==> config.mk <==
export PLATFORM = sky130hd
export DESIGN_NAME = arith_scheduler
export DESIGN_NICKNAME = d
export VERILOG_FILES = /design/src/rtl/arith_scheduler.sv
export SDC_FILE = /design/constraint.sdc
export NUM_CORES = 1
export LEC_CHECK = 0
export BUFFER_PORTS_ARGS = -buffer_cell sky130_fd_sc_hd__buf_2
export CAP_MARGIN = 40
export CORE_MARGIN = 3
export CORE_UTILIZATION = 50
export DETAILED_ROUTE_END_ITERATION = 8
export GPL_ROUTABILITY_DRIVEN = 0
export PLACE_DENSITY = 0.79
export SLEW_MARGIN = 30
export SYNTH_ARGS = -nofsm -noshare
export SYNTH_HDL_FRONTEND = slang
export SYNTH_SLANG_ARGS = --single-unit
export TNS_END_PERCENT = 100
==> constraint.sdc <==
create_clock -name clk -period 6.4 [get_ports clk]
set_input_delay 0.96 -clock clk [delete_from_list [all_inputs] [get_ports clk]]
set_output_delay 0.96 -clock clk [all_outputs]
set_load 0.1 [all_outputs]
==> src/rtl/arith_scheduler.sv <==
// arith_scheduler: two-requester 8-bit ALU front end sharing one 4-bit adder slice.
// Each accepted operation runs LO then HI nibble passes through the slice and is
// held in RESP until the consumer takes it.
module arith_scheduler #(
    parameter bit RR_EN = 1'b1
) (
    input  logic       clk,
    input  logic       rst_n,
    input  logic       req0_valid,
    output logic       req0_ready,
    input  logic [1:0] req0_op,
    input  logic [7:0] req0_a,
    input  logic [7:0] req0_b,
    input  logic       req1_valid,
    output logic       req1_ready,
    input  logic [1:0] req1_op,
    input  logic [7:0] req1_a,
    input  logic [7:0] req1_b,
    output logic       rsp_valid,
    input  logic       rsp_ready,
    output logic       rsp_id,
    output logic [7:0] rsp_d,
    output logic       rsp_cout,
    output logic       busy
);

    localparam int unsigned DW  = 8;
    localparam int unsigned NW  = 4;
    localparam int unsigned OPW = 2;

    localparam logic [OPW-1:0] OP_ADD = 2'b00;
    localparam logic [OPW-1:0] OP_SUB = 2'b01;
    localparam logic [OPW-1:0] OP_INC = 2'b10;
    localparam logic [OPW-1:0] OP_DEC = 2'b11;

    typedef enum logic [1:0] {
        IDLE = 2'b00,
        LO   = 2'b01,
        HI   = 2'b10,
        RESP = 2'b11
    } state_t;

    state_t          state;
    logic [OPW-1:0]  op_q;
    logic [DW-1:0]   a_q;
    logic [DW-1:0]   b_q;
    logic            carry_lo;
    logic            last_grant;

    logic            any_valid;
    logic            grant;
    logic [1:0]      sel;
    logic            cin_op;
    logic            cin;
    logic [NW-1:0]   nib_a;
    logic [NW-1:0]   nib_b;
    logic [NW-1:0]   y;
    logic [NW:0]     sum;

    // Arbitration: round-robin against last_grant, or req0 always first
    always_comb begin
        any_valid = req0_valid | req1_valid;
        grant     = ~req0_valid;
        if (RR_EN && req0_valid && req1_valid) begin
            grant = ~last_grant;
        end
        req0_ready = (state == IDLE) && any_valid && !grant;
        req1_ready = (state == IDLE) && any_valid && grant;
    end

    // Shared nibble slice: D = A + Y + CIN, operands steered by the current pass
    always_comb begin
        sel    = 2'b00;
        cin_op = 1'b0;
        case (op_q)
            OP_ADD: begin sel = 2'b00; cin_op = 1'b0; end
            OP_SUB: begin sel = 2'b01; cin_op = 1'b1; end
            OP_INC: begin sel = 2'b10; cin_op = 1'b1; end
            OP_DEC: begin sel = 2'b11; cin_op = 1'b0; end
            default: begin sel = 2'b00; cin_op = 1'b0; end
        endcase

        nib_a = (state == HI) ? a_q[DW-1:NW] : a_q[NW-1:0];
        nib_b = (state == HI) ? b_q[DW-1:NW] : b_q[NW-1:0];
        cin   = (state == HI) ? carry_lo : cin_op;

        case (sel)
            2'b00:   y = nib_b;
            2'b01:   y = ~nib_b;
            2'b10:   y = {NW{1'b0}};
            default: y = {NW{1'b1}};
        endcase

        sum = {1'b0, nib_a} + {1'b0, y} + (NW+1)'(cin);
    end

    // Sequencer: accept, low pass, high pass, hold response until taken
    always_ff @(posedge clk or negedge rst_n) begin
        if (!rst_n) begin
            state      <= IDLE;
            op_q       <= '0;
            a_q        <= '0;
            b_q        <= '0;
            carry_lo   <= 1'b0;
            last_grant <= 1'b1;
            rsp_valid  <= 1'b0;
            rsp_id     <= 1'b0;
            rsp_d      <= '0;
            rsp_cout   <= 1'b0;
            busy       <= 1'b0;
        end else begin
            case (state)
                IDLE: begin
                    if (any_valid) begin
                        op_q       <= grant ? req1_op : req0_op;
                        a_q        <= grant ? req1_a  : req0_a;
                        b_q        <= grant ? req1_b  : req0_b;
                        rsp_id     <= grant;
                        last_grant <= grant;
                        busy       <= 1'b1;
                        state      <= LO;
                    end
                end
                LO: begin
                    rsp_d[NW-1:0] <= sum[NW-1:0];
                    carry_lo      <= sum[NW];
                    state         <= HI;
                end
                HI: begin
                    rsp_d[DW-1:NW] <= sum[NW-1:0];
                    rsp_cout       <= sum[NW];
                    rsp_valid      <= 1'b1;
                    state          <= RESP;
                end
                RESP: begin
                    if (rsp_ready) begin
                        rsp_valid <= 1'b0;
                        busy      <= 1'b0;
                        state     <= IDLE;
                    end
                end
                default: begin
                    state <= IDLE;
                end
            endcase
        end
    end

endmodule

=== After elaboration in Yosys (flattened, before gate mapping) ===
Cells that the tools add are included.

* Add/subtract/negate cells: 2
* Equality and inequality tests: 10
* Multiplexer cells: 17
* Bitwise gates (word level): 4
* Reductions and logical operators: 16

{| class="wikitable"
|+ Operators with widths
! cell !! number
|-
| $mux W8 || 2
|-
| $pmux W2 S4 || 2
|-
| $pmux W4 S3 || 1
|-
| $eq A2 B2 Y1 const B || 5
|-
| $mux W4 || 2
|-
| $eq A2 B1 Y1 const B || 3
|-
| $logic_not A2 Y1 || 3
|-
| $mux W2 || 3
|-
| $pmux W1 S2 || 3
|-
| $reduce_and A2 Y1 || 3
|-
| $add A4 B4 Y5 || 1
|-
| $add A5 B1 Y5 || 1
|-
| $logic_and A1 B1 Y1 || 4
|-
| $mux W1 || 4
|-
| $ne A2 B2 Y1 const B || 2
|-
| $not A4 Y4 || 1
|-
| $reduce_bool A2 Y1 || 2
|-
| $reduce_or A2 Y1 || 2
|-
| $reduce_and A3 Y1 || 1
|-
| $not A1 Y1 || 2
|-
| $logic_not A1 Y1 || 1
|-
| $or A1 B1 Y1 || 1
|}

* Register bits after elaboration: 34
* Input bits: 41

=== Depth between registers and ports, before layout ===
* Depth in word-level cells: 6
* Gate-level depth with buffers: 12
* Mapped depth without buffers: 11

=== Worst setup path after synthesis ===
Ideal clock, no wire load.

* Kind: input port to output port
* From: in req1_valid
* To: out req1_ready
* Arrival: 1632 ps
* Path slack: 3808 ps
* Cell stages on the path: 3
* Buffers on the path: 1
* Cells stage by stage: nand2_1 -> a21oi_2 -> buf_2

* Word-level cells in the longest chain between the ends: 3

{| class="wikitable"
|+ Ends and longest elaborated chain
! item !! RTL line !! text
|-
| from (decl) || 14 || <nowiki>input logic req1_valid,</nowiki>
|-
| $or A1 B1 Y1 / $logic_and A1 B1 Y1 (equally long branches) || 62, 64 ||
|-
| $logic_and A1 B1 Y1 / $mux W1 (equally long branches) || 68, 64 ||
|-
| $logic_and A1 B1 Y1 * || 68 || <nowiki>req1_ready = (state == IDLE) && any_valid && grant;</nowiki>
|-
| to (decl) || 15 || <nowiki>output logic req1_ready,</nowiki>
|}

Every way passes the cells marked *; elsewhere a longest branch is shown, timed or not.

=== Worst setup path after layout ===
* From: reg state[0]
* To: out req1_ready

* Word-level cells in the longest chain between the ends: 3

{| class="wikitable"
|+ Ends and longest elaborated chain
! item !! RTL line !! text
|-
| from (decl) || 43 || <nowiki>state_t state;</nowiki>
|-
| from (signal assigned) || 100 || <nowiki>state <= IDLE;</nowiki>
|-
| from (signal assigned) || 121 || <nowiki>state <= LO;</nowiki>
|-
| from (signal assigned) || 127 || <nowiki>state <= HI;</nowiki>
|-
| $logic_not A2 Y1 || 68 ||
|-
| $logic_and A1 B1 Y1 (2 in a row) || 68 ||
|}

Every way passes these cells.

==> run_results.csv <==
group,metric,value,unit
outcome,status,"completed",
worst_hold_path,hold_class,"in2async",
clocking,numCtsBuffers,5,
yosys,ys_types,35,
yosys,synth-compound-area-share,0.177,
clocking,htree_num_levels,2,
yosys,ys_top_cells_by_area,"dfrtp_1 (43%), a221o_1 (9.4%), ha_1 (6.5%)",
cells_and_area,final_nets,271,
yosys,synth_area,1910,sq um
yosys,synth_nets,216,
critical_path,critical-path-slowest-cell,"buf_2",
floorplanning,start_util,0.547,
place,portBuffers,54,
yosys,syn_area_per_cell,11.7,sq um
sta,max_freq,316,MHz
route,drc_errors,0,
flow_run,maxCapViolations,0,
clocking,cts_root_buffer,"clkbuf_8",
critical_path,worstPathRequired,5.44,ns
route,viasPerCell,5.58,
yosys,synth_edf_count,0,
yosys,async_flop_share,1.00,
floorplanning,dieWidth,67.8,microns
yosys,yosys_warnings,0,
clocking,post_cts_buffers,0,
yosys,yosys.area_share.simple,0.128,
critical_path,critPathMaxStageDelay,0.53,ns
yosys,synth-xor-area-share,0.00458,
route,ant_nets,0,
global_route,grt_pass1_vias,1569,
cells_and_area,num_antenna_cells,0,
sta,slew_viol_final,0,
clocking,cts.sinks,34,
global_route,grt_pass1_wl,7010,microns
sta,tightestPinTransition,0.686,ns
clocking,cts_tree,"done",
floorplanning,die-height,67.8,microns
floorplanning,ios,55,
yosys,synth_mux_area_frac,0.101,
critical_path,path_class,"reg2out",
yosys,netlist.area_leader.share,0.432,
critical_path,worst-r2r-cell-count,12,
floorplanning,num_rows,21,
route,finalWirelength,4170,microns
yosys,yosys.area_share.adder,0.0864,
critical_path,crit_chain,"inv_1 -> ha_1 -> nand2_1 -> a21oi_4 -> buf_2",
global_route,grt_overflow,0,
critical_path,crit_fanout,21,
floorplanning,die-area,4600,sq um
sta,finalCritPeriodShare,0.495,
cells_and_area,area_delta_synth_final,21.6,%
yosys,synth_most_common_cell,"dfrtp_1",
yosys,synth_ff_type,"dfrtp_1",
yosys,synth_top_family_by_area,"compound AO/OA/AOI/OAI gates",
sta,period_minus_slack,3.17,ns
critical_path,r2r_slack,3.46,ns
yosys,synth.yosys.seq_area_share,0.446,
global_route,track_usage,0.207,
sta,setup_tns,0,ns
clocking,cts_resized,0,
global_route,grt_max_degree,35,
yosys,yosys-top-cells-count,"dfrtp_1 (33), a221o_1 (18), and2_0 (15), inv_1 (12)",
critical_path,r2r_end,"carry_lo",
clocking,clk_latency,0.29,ns
clocking,cts_hold_buffers,0,
floorplanning,core-area,3490,sq um
clocking,cts.path.max_buffers,2,
critical_path,end_kind,"primary output",
yosys,ys_seq_elements,34,
clocking,clkSlewWorstSetupHoldPaths,0.07,ns
route,drt-initial-drc-count,75,
route,wl_per_cell,15.7,microns
global_route,antenna_found_initial,0,
critical_path,r2r-start,"state[0]",
yosys,synth_area_leader_cell,"dfrtp_1",
critical_path,start_kind,"register",
sta,finalHoldViolCount,0,
critical_path,cp.arrival,2.21,ns
sta,skew,0.00417,ns
sta,relSlewSlack,0.543,
sta,rsz0062_at_grt,"false",
place,dp_hpwl,3090,microns
route,dr.pass1.iters,4,
sta,finalSetupViolations,0,
yosys,synthCells,163,
route,via_count,1479,
cells_and_area,drive_above_1_share,0.374,
[worst max path at each step]
stage          cells past startpoint  slack (ns)       start    endpoint
4_1_cts                            5        3.00    state[0]  req1_ready
2_1_floorplan                      3        3.81  req1_valid  req1_ready
3_3_place_gp                       4        3.10  req1_valid  req1_ready
3_5_place_dp                       4        3.03  req1_valid  req1_ready
6_report                           5        3.23    state[0]  req1_ready
5_1_grt                            5        3.10    state[0]  req1_ready
[area by class of cell]
cell class | instances | area, sq um
Tap cell | 46 | 57.6
Sequential cell | 34 | 852
Clock buffer | 8 | 110
Inverter | 12 | 45.0
Fill cell | 290 | 1170
Multi-Input combinational cell | 109 | 958
Timing Repair Buffer | 56 | 302
[routing by layer]
| layer | track usage | routed length, microns |
|---|---|---|
| met1 | 0.259 | 1840 |
| met2 | 0.349 | 2080 |
| met3 | 0.0394 | 164 |
| met4 | 0.0893 | 89 |
| met5 | 0 | 0 |
[state kept, by name, indices dropped and copies added, names as in the netlist]
signal / count
a_q: 8
b_q: 8
rsp_d: 8
op_q: 2
state: 2
busy: 1
carry_lo: 1
last_grant: 1
rsp_cout: 1
rsp_id: 1
rsp_valid: 1
[cells by family (layout without fill, tap and decap cells)]
logic type / Yosys count / in the layout
simple gates: 40 / 40
compound gates: 38 / 38
flops: 34 / 34
buf+inv: 20 / 76
mux: 18 / 18
fa+ha+maj: 12 / 12
xor+xnor: 1 / 1
[per-stage QoR]
stage / setup slack, ns / hold WS, ns / instance area, sq um / cells / util
5_1_grt: 3.10 / 0.493 / 2320 / 265 / 0.665
2_1_floorplan: 3.81 / 0.513 / 1910 / 163 / -
4_1_cts: 3.00 / 0.489 / 2290 / 263 / 0.654
3_5_place_dp: 3.03 / 0.473 / 2180 / 255 / 0.623
3_3_place_gp: 3.10 / 0.467 / 2180 / 255 / 0.623
6_report: 3.23 / 0.491 / 2320 / 265 / 0.665
[placed cells by master, fill, tap and decap left out, drive strengths merged, types with 2 or more instances in the layout]
cell,Yosys,layout
and2,18,18
ha,10,10
inv,12,12
a21o,2,2
a311oi,2,2
nand2,2,2
dfrtp,33,33
nand3,2,2
a31oi,2,2
buf,8,56
nor2b,7,7
o21ai,2,2
mux2,10,10
nor4bb,2,2
a21oi,5,5
nor2,5,5
fa,2,2
clkbuf,0,8
o211ai,2,2
nand4b,2,2
mux2i,8,8
a221o,18,18
a211o,3,3
[critical path: cells and delay by family, from the launching register on]
family | cells | cell delay [ns]
simple gates | 1 | 0.13
compound gates | 1 | 0.46
buf+inv | 2 | 0.65
fa+ha+maj | 1 | 0.28
flops | 1 | 0.40
Power is not shown: default switching activity piles up to over one toggle a cycle in this logic, so the estimate is an artifact.
